`src/rtl/logic_unit_seq_if.sv`:
```
// Request/response bundle for the chunked bitwise logic unit.
// The master drives operands and accepts results; the slave is the unit itself.
interface logic_unit_seq_if #(
    parameter int unsigned WIDTH = 64
);
    logic             in_valid;
    logic             in_ready;
    logic [WIDTH-1:0] A;
    logic [WIDTH-1:0] B;
    logic [2:0]       op;
    logic             out_valid;
    logic             out_ready;
    logic [WIDTH-1:0] result;
    logic             zero;
    logic             negative;

    modport master (
        output in_valid, A, B, op, out_ready,
        input  in_ready, out_valid, result, zero, negative
    );

    modport slave (
        input  in_valid, A, B, op, out_ready,
        output in_ready, out_valid, result, zero, negative
    );
endinterface

```
`src/rtl/logic_unit_seq.sv`:
```
// Multi-cycle bitwise logic unit: latches A/B/op on accept, then computes
// CHUNK bits per cycle into the result register, and presents the result
// with zero/negative flags until the consumer takes it.
module logic_unit_seq #(
    parameter int unsigned WIDTH = 64,
    parameter int unsigned CHUNK = 8
) (
    input logic           clk,
    input logic           rst_n,
    logic_unit_seq_if.slave bus
);
    localparam int unsigned NCHUNK = WIDTH / CHUNK;
    localparam int unsigned CW     = (NCHUNK > 1) ? $clog2(NCHUNK) : 1;
    localparam logic [CW-1:0] LAST = CW'(NCHUNK - 1);

    typedef enum logic [1:0] {
        IDLE,
        RUN,
        DONE
    } state_t;

    typedef enum logic [2:0] {
        OP_ZERO = 3'b000,
        OP_OR   = 3'b001,
        OP_AND  = 3'b010,
        OP_XOR  = 3'b011,
        OP_NOR  = 3'b100,
        OP_NAND = 3'b101,
        OP_XNOR = 3'b110,
        OP_PASS = 3'b111
    } op_t;

    state_t           state;
    state_t           state_nxt;
    logic [CW-1:0]    cnt;
    logic [WIDTH-1:0] a_r;
    logic [WIDTH-1:0] b_r;
    op_t              op_r;
    logic [WIDTH-1:0] res_r;
    logic [WIDTH-1:0] res_nxt;
    logic             nz_acc;
    logic             zero_r;
    logic             neg_r;
    logic [CHUNK-1:0] a_sl;
    logic [CHUNK-1:0] b_sl;
    logic [CHUNK-1:0] f_sl;
    logic             accept;
    logic             last;

    assign bus.in_ready  = (state == IDLE) && rst_n;
    assign bus.out_valid = (state == DONE);
    assign bus.result    = res_r;
    assign bus.zero      = zero_r;
    assign bus.negative  = neg_r;

    assign accept = bus.in_valid && bus.in_ready;
    assign last   = (cnt == LAST);

    // Select the operand slices addressed by the chunk counter
    always_comb begin
        a_sl = '0;
        b_sl = '0;
        for (int unsigned i = 0; i < NCHUNK; i++) begin
            if (cnt == CW'(i)) begin
                a_sl = a_r[i*CHUNK +: CHUNK];
                b_sl = b_r[i*CHUNK +: CHUNK];
            end
        end
    end

    // Apply the latched operation to the current slice
    always_comb begin
        f_sl = '0;
        case (op_r)
            OP_ZERO: f_sl = '0;
            OP_OR:   f_sl = a_sl | b_sl;
            OP_AND:  f_sl = a_sl & b_sl;
            OP_XOR:  f_sl = a_sl ^ b_sl;
            OP_NOR:  f_sl = ~(a_sl | b_sl);
            OP_NAND: f_sl = ~(a_sl & b_sl);
            OP_XNOR: f_sl = ~(a_sl ^ b_sl);
            OP_PASS: f_sl = a_sl;
            default: f_sl = '0;
        endcase
    end

    // Merge the computed slice into the running result
    always_comb begin
        res_nxt = res_r;
        for (int unsigned i = 0; i < NCHUNK; i++) begin
            if (cnt == CW'(i)) begin
                res_nxt[i*CHUNK +: CHUNK] = f_sl;
            end
        end
    end

    // Next-state decode: accept in IDLE, step through chunks, hold until taken
    always_comb begin
        state_nxt = state;
        case (state)
            IDLE:    if (accept)        state_nxt = RUN;
            RUN:     if (last)          state_nxt = DONE;
            DONE:    if (bus.out_ready) state_nxt = IDLE;
            default:                    state_nxt = IDLE;
        endcase
    end

    // State register
    always_ff @(posedge clk or negedge rst_n) begin
        if (!rst_n) begin
            state <= IDLE;
        end else begin
            state <= state_nxt;
        end
    end

    // Operand capture, chunked result build-up and flag generation
    always_ff @(posedge clk or negedge rst_n) begin
        if (!rst_n) begin
            a_r    <= '0;
            b_r    <= '0;
            op_r   <= OP_ZERO;
            cnt    <= '0;
            res_r  <= '0;
            nz_acc <= 1'b0;
            zero_r <= 1'b0;
            neg_r  <= 1'b0;
        end else begin
            case (state)
                IDLE: begin
                    if (accept) begin
                        a_r    <= bus.A;
                        b_r    <= bus.B;
                        op_r   <= op_t'(bus.op);
                        res_r  <= '0;
                        cnt    <= '0;
                        nz_acc <= 1'b0;
                    end
                end
                RUN: begin
                    res_r  <= res_nxt;
                    nz_acc <= nz_acc | (|f_sl);
                    // Counter parks on the last chunk instead of wrapping
                    if (last) begin
                        zero_r <= !(nz_acc | (|f_sl));
                        neg_r  <= res_nxt[WIDTH-1];
                    end else begin
                        cnt <= cnt + 1'b1;
                    end
                end
                default: ;
            endcase
        end
    end
endmodule

```
`src/flat_wrapper.sv`:
```
// flat-port wrapper written by rule: the top's interface ports become plain ports
module logic_unit_seq_flat 
#(
    parameter int unsigned WIDTH = 64,
    parameter int unsigned CHUNK = 8
)
  (clk, rst_n, bus_in_valid, bus_A, bus_B, bus_op, bus_out_ready, bus_in_ready, bus_out_valid, bus_result, bus_zero, bus_negative);
  logic_unit_seq_if #(.WIDTH(WIDTH)) bus_i ();
  input logic clk;
  input logic rst_n;
  input wire logic [$bits(bus_i.in_valid)-1:0] bus_in_valid;
  input wire logic [$bits(bus_i.A)-1:0] bus_A;
  input wire logic [$bits(bus_i.B)-1:0] bus_B;
  input wire logic [$bits(bus_i.op)-1:0] bus_op;
  input wire logic [$bits(bus_i.out_ready)-1:0] bus_out_ready;
  output wire logic [$bits(bus_i.in_ready)-1:0] bus_in_ready;
  output wire logic [$bits(bus_i.out_valid)-1:0] bus_out_valid;
  output wire logic [$bits(bus_i.result)-1:0] bus_result;
  output wire logic [$bits(bus_i.zero)-1:0] bus_zero;
  output wire logic [$bits(bus_i.negative)-1:0] bus_negative;
  assign bus_i.in_valid = bus_in_valid;
  assign bus_i.A = bus_A;
  assign bus_i.B = bus_B;
  assign bus_i.op = bus_op;
  assign bus_i.out_ready = bus_out_ready;
  assign bus_in_ready = bus_i.in_ready;
  assign bus_out_valid = bus_i.out_valid;
  assign bus_result = bus_i.result;
  assign bus_zero = bus_i.zero;
  assign bus_negative = bus_i.negative;
  logic_unit_seq #(.WIDTH(WIDTH), .CHUNK(CHUNK)) u_core (.clk(clk), .rst_n(rst_n), .bus(bus_i));
endmodule
```
`config.mk`:
```
export PLATFORM = sky130hd
export DESIGN_NAME = logic_unit_seq_flat
export DESIGN_NICKNAME = d
export VERILOG_FILES = /design/src/rtl/logic_unit_seq_if.sv /design/src/rtl/logic_unit_seq.sv /design/src/flat_wrapper.sv
export SDC_FILE = /design/constraint.sdc
export NUM_CORES = 1
export LEC_CHECK = 0
export ABC_AREA = 1
export CORE_UTILIZATION = 53
export CTS_BUF_LIST = sky130_fd_sc_hd__clkbuf_4 sky130_fd_sc_hd__clkbuf_8
export DETAILED_ROUTE_END_ITERATION = 12
export PLACE_DENSITY = 0.82
export SETUP_SLACK_MARGIN = 0.4
export SLEW_MARGIN = 10
export SYNTH_ARGS = -nofsm -noshare
export SYNTH_HDL_FRONTEND = slang
export SYNTH_SLANG_ARGS = --single-unit
```
`constraint.sdc`:
```
create_clock -name clk -period 4 [get_ports clk]
set_clock_uncertainty 0.2 [all_clocks]
set_input_delay 0.8 -clock clk [delete_from_list [all_inputs] [get_ports clk]]
set_output_delay 0.8 -clock clk [all_outputs]
set_load 0.02 [all_outputs]
```
==> results of run 1 <==
==> power by group through the flow <==
stage,Sequential [mW],Combinational [mW],Clock [mW]
after floorplan,3.54,3.24,0
after global placement,3.42,4.91,0
after detailed placement,3.44,5.11,0
after CTS,3.42,5.16,1.99
after global routing,3.52,6.25,2.08
final,3.44,5.61,1.96
==> kinds of logic (layout without fill, tap and decap cells) <==
logic type | after synthesis | in the layout | share of synthesized area, %
AO/OA/AOI/OAI | 166 | 166 | 9.93
adder cells (fa/ha/maj) | 21 | 21 | 2.71
buffers and inverters | 160 | 389 | 6.59
flip-flops | 203 | 203 | 52.3
AND/OR/NAND/NOR | 697 | 699 | 28.4
==> cells in the mapped netlist, types with 2 or more instances <==
library cell | count | area (um^2)
inv_2 | 8 | 30.0
nor2_1 | 43 | 161
o221ai_1 | 2 | 17.5
o311ai_0 | 3 | 26.3
o211ai_1 | 9 | 67.6
a21oi_1 | 18 | 90.1
o21ai_0 | 80 | 400
nand2_2 | 4 | 25.0
ha_1 | 21 | 263
inv_1 | 95 | 357
o21ai_2 | 7 | 61.3
nand3_1 | 49 | 245
buf_1 | 9 | 33.8
clkbuf_1 | 32 | 120
a31oi_1 | 3 | 18.8
clkinv_1 | 2 | 7.51
or2_2 | 16 | 100
dfrtp_1 | 203 | 5080
nor3_1 | 4 | 20.0
o22ai_1 | 15 | 93.8
a211oi_1 | 9 | 67.6
buf_6 | 3 | 33.8
nand2_1 | 575 | 2160
buf_2 | 9 | 45.0
o2bb2ai_1 | 3 | 26.3
o21ai_1 | 14 | 70.1
==> timing repair <==
action | in CTS | in global routing
cloned | 0 | 3
setup endpoints to repair | 18 | 61
pin swaps | 1 | 32
hold endpoints to repair | 3 | 0
setup buffers | 1 | 6
gates resized for setup | 6 | 46
hold buffers | 1 | 0
==> state kept, by name, indices dropped and copies added (netlist names) <==
name,count
u_core.a_r,64
u_core.b_r,64
u_core.bus.result,64
u_core.cnt,3
u_core.op_r,3
u_core.state,2
u_core.bus.negative,1
u_core.bus.zero,1
u_core.nz_acc,1
==> area by class of cell <==
| cell class | instances | share of cell area, % |
|---|---|---|
| timing repair buffer | 225 | 17.3 |
| inverter | 105 | 3.17 |
| tap | 229 | 2.23 |
| sequential | 203 | 39.6 |
| multi-input combinational | 886 | 32.0 |
| clock inverter | 3 | 0.312 |
| clock buffer | 56 | 5.42 |
==> per-stage QoR <==
stage | std cells | worst slack, ps | hold WS (ps) | instance area, um^2
floorplan | 1247 | 665 | 241 | 9700
global placement | 1637 | 466 | 257 | 11900
detailed placement | 1637 | 271 | 258 | 11900
CTS | 1698 | 419 | 274 | 12700
global route | 1707 | 255 | 300 | 12800
finish | 1707 | 432 | 275 | 12800
==> tightest hold or removal path: cells and delay by family (launching register included) <==
kind / cells / cell delay [ps]
AND/OR/NAND/NOR: 2 / 110
flip-flops: 1 / 330
==> worst max path at each step <==
stage / startpoint / to / slack (ps)
after floorplan: u_core.cnt[2] / u_core.nz_acc / 660
after global placement: u_core.cnt[0] / u_core.nz_acc / 470
after detailed placement: u_core.cnt[1] / u_core.bus.result[37] / 270
after CTS: u_core.cnt[1] / u_core.bus.result[54] / 420
after global routing: u_core.cnt[1] / u_core.nz_acc / 260
final: u_core.cnt[0] / u_core.nz_acc / 430
==> layer usage <==
layer	routed length [um]	vias to the layer above	track usage (%)
met5	0	-	0
met4	861	0	11.5
met3	2080	74	5.67
met2	12200	405	45.9
met1	11300	4166	38.7
li1	-	4352	-
==> summary.txt, run 1 <==
Routing
  – Wirelength per Cell: 15.5 um
  – Initial drt markers: 761
  – DR DRC count: 2
  – Drt first pass iters: 9
  – Via density per instance: 5.27
  – Final wirelength: 26.5 mm
  – Via count: 8997
  – Post-DRT Antenna Nets: 0

Worst setup path
  – Slowest cell on crit path: dfrtp_2
  – CP required: 4200 ps
  – Critical path fanouts, max: 6
  – R2R Path Start: u_core.cnt[0]
  – CP Capture Type: register
  – Reg-to-reg critical path endpoint: u_core.nz_acc
  – CP Class: reg -> reg
  – Slowest cell delay on critical path: 440 ps
  – CP dominant cell by count: nand2_1
  – R2R depth: 25
  – Delay-heaviest family, CP: simple AND/OR/NAND/NOR gates
  – CP Data Arrival Time: 3770 ps
  – CP Launch Type: register
  – CP bufs+invs: 3
  – Worst path depth: 25
  – R2r setup slk: 430 ps

Final layout
  – Core Util, Final: 71.4%
  – Reg area: 5080 um^2
  – Multi-input gate area: 4100 um^2
  – Commonest non-fill, non-tap cells in the layout: nand2_1, dfrtp_1, clkdlybuf4s50_1
  – Fill cells: 1415
  – Layout cells sized above 1: 10.3%
  – Layout Nets: 1611
  – Synthesis-to-layout area growth: 32.2%
  – Antenna fix cells: 0
  – Commonest non-fill, non-tap cell in the layout: nand2_1

Global route
  – Initial antenna violation count: 0
  – Vias in the first global route: 8369
  – Aggregate global routing overflow: 0
  – Pin count of the biggest net entering global routing: 201
  – First-pass GRT wire length: 41.6 mm
  – Total track usage: 28.8%

Power
  – Sequential share of power: 31.2%
  – Peak VDD IR: 0.000518 V
  – Net Switching: 4.83 mW
  – Power Dens Cells: 858 nW/um^2
  – Pint: 6.17 mW
  – LEAKAGE: 6.40 nW
  – Clock share of power: 17.8%
  – Total power: 11.0 mW
  – Sw frac: 43.9%
  – Combinational power share: 50.9%

Run status
  – Status: finished, violations left
  – Failing checks: design-rule violations

Clock tree
  – Clock Sinks: 203
  – Clock latency on the worst-skew pair: 530 ps
  – Htree depth: 2
  – CTS clk-pin slew, worst paths: 60 ps
  – CTS tree: done
  – Root buffer cell: clkbuf_8
  – CTS Buf Count: 34
  – Clk buf depth: 3

Logic synthesis
  – Ys async rst share: 100%
  – Post-Synthesis Cells: 1247
  – Synth Register Bits: 203
  – Distinct cells, synth: 37
  – Post-Syn Nets: 1403
  – Number of synthesized flops with an enable pin: 0
  – Syn Area/Cell: 7.78 um^2
  – Mapped cell area: 9700 um^2
  – Yosys warns: 0
  – Seq/Total Area, Yosys: 52.3%
  – Main synth FF type: dfrtp_1

Hold path
  – Hold endpoint: u_core.a_r[27]
  – Hold depth: 2
  – Hold_sp: u_core.a_r[27]
  – Hold/Removal Path Class: reg -> reg

Placed design
  – Dpl hpwl: 18.6 mm
  – I/O Buffers: 202
  – RD Place Congestion: 0.921

Floorplan
  – Die Y: 137 um
  – Starting Density: 54.0%
  – # IOs: 203
  – Die area: 18900 um^2
  – Core Rows: 49
  – Die width: 137 um
  – Core ar.: 18000 um^2

STA
  – Slew @ Worst Pin: 1240 ps
  – Peak Freq: 280 MHz
  – Final hold violations: 0
  – RSZ-0062 raised after global routing: yes
  – Fin crit share: 89.2%
  – Worst rel slew slack: 17.5%
  – Setup Viol. Count Final: 0
  – Fin crit period: 3570 ps
  – TNS Setup: 0 ps
  – Max-slew violations: 0

Job
  – Maxcap violations: 0
No activity file was read; power rests on OpenSTA's default activity.
==> inputs of run 2 (changes only) <==
--- a/config.mk
+++ b/config.mk
@@ -6,8 +6,10 @@
 export NUM_CORES = 1
 export LEC_CHECK = 0
 export ABC_AREA = 1
+export ABC_CLOCK_PERIOD_IN_PS = 4000
 export CORE_UTILIZATION = 53
 export CTS_BUF_LIST = sky130_fd_sc_hd__clkbuf_4 sky130_fd_sc_hd__clkbuf_8
+export CTS_CLUSTER_DIAMETER = 60
 export DETAILED_ROUTE_END_ITERATION = 12
 export PLACE_DENSITY = 0.82
 export SETUP_SLACK_MARGIN = 0.4
==> results of run 2 <==
Final layout, timing and power as in run 1 (identical DEF).
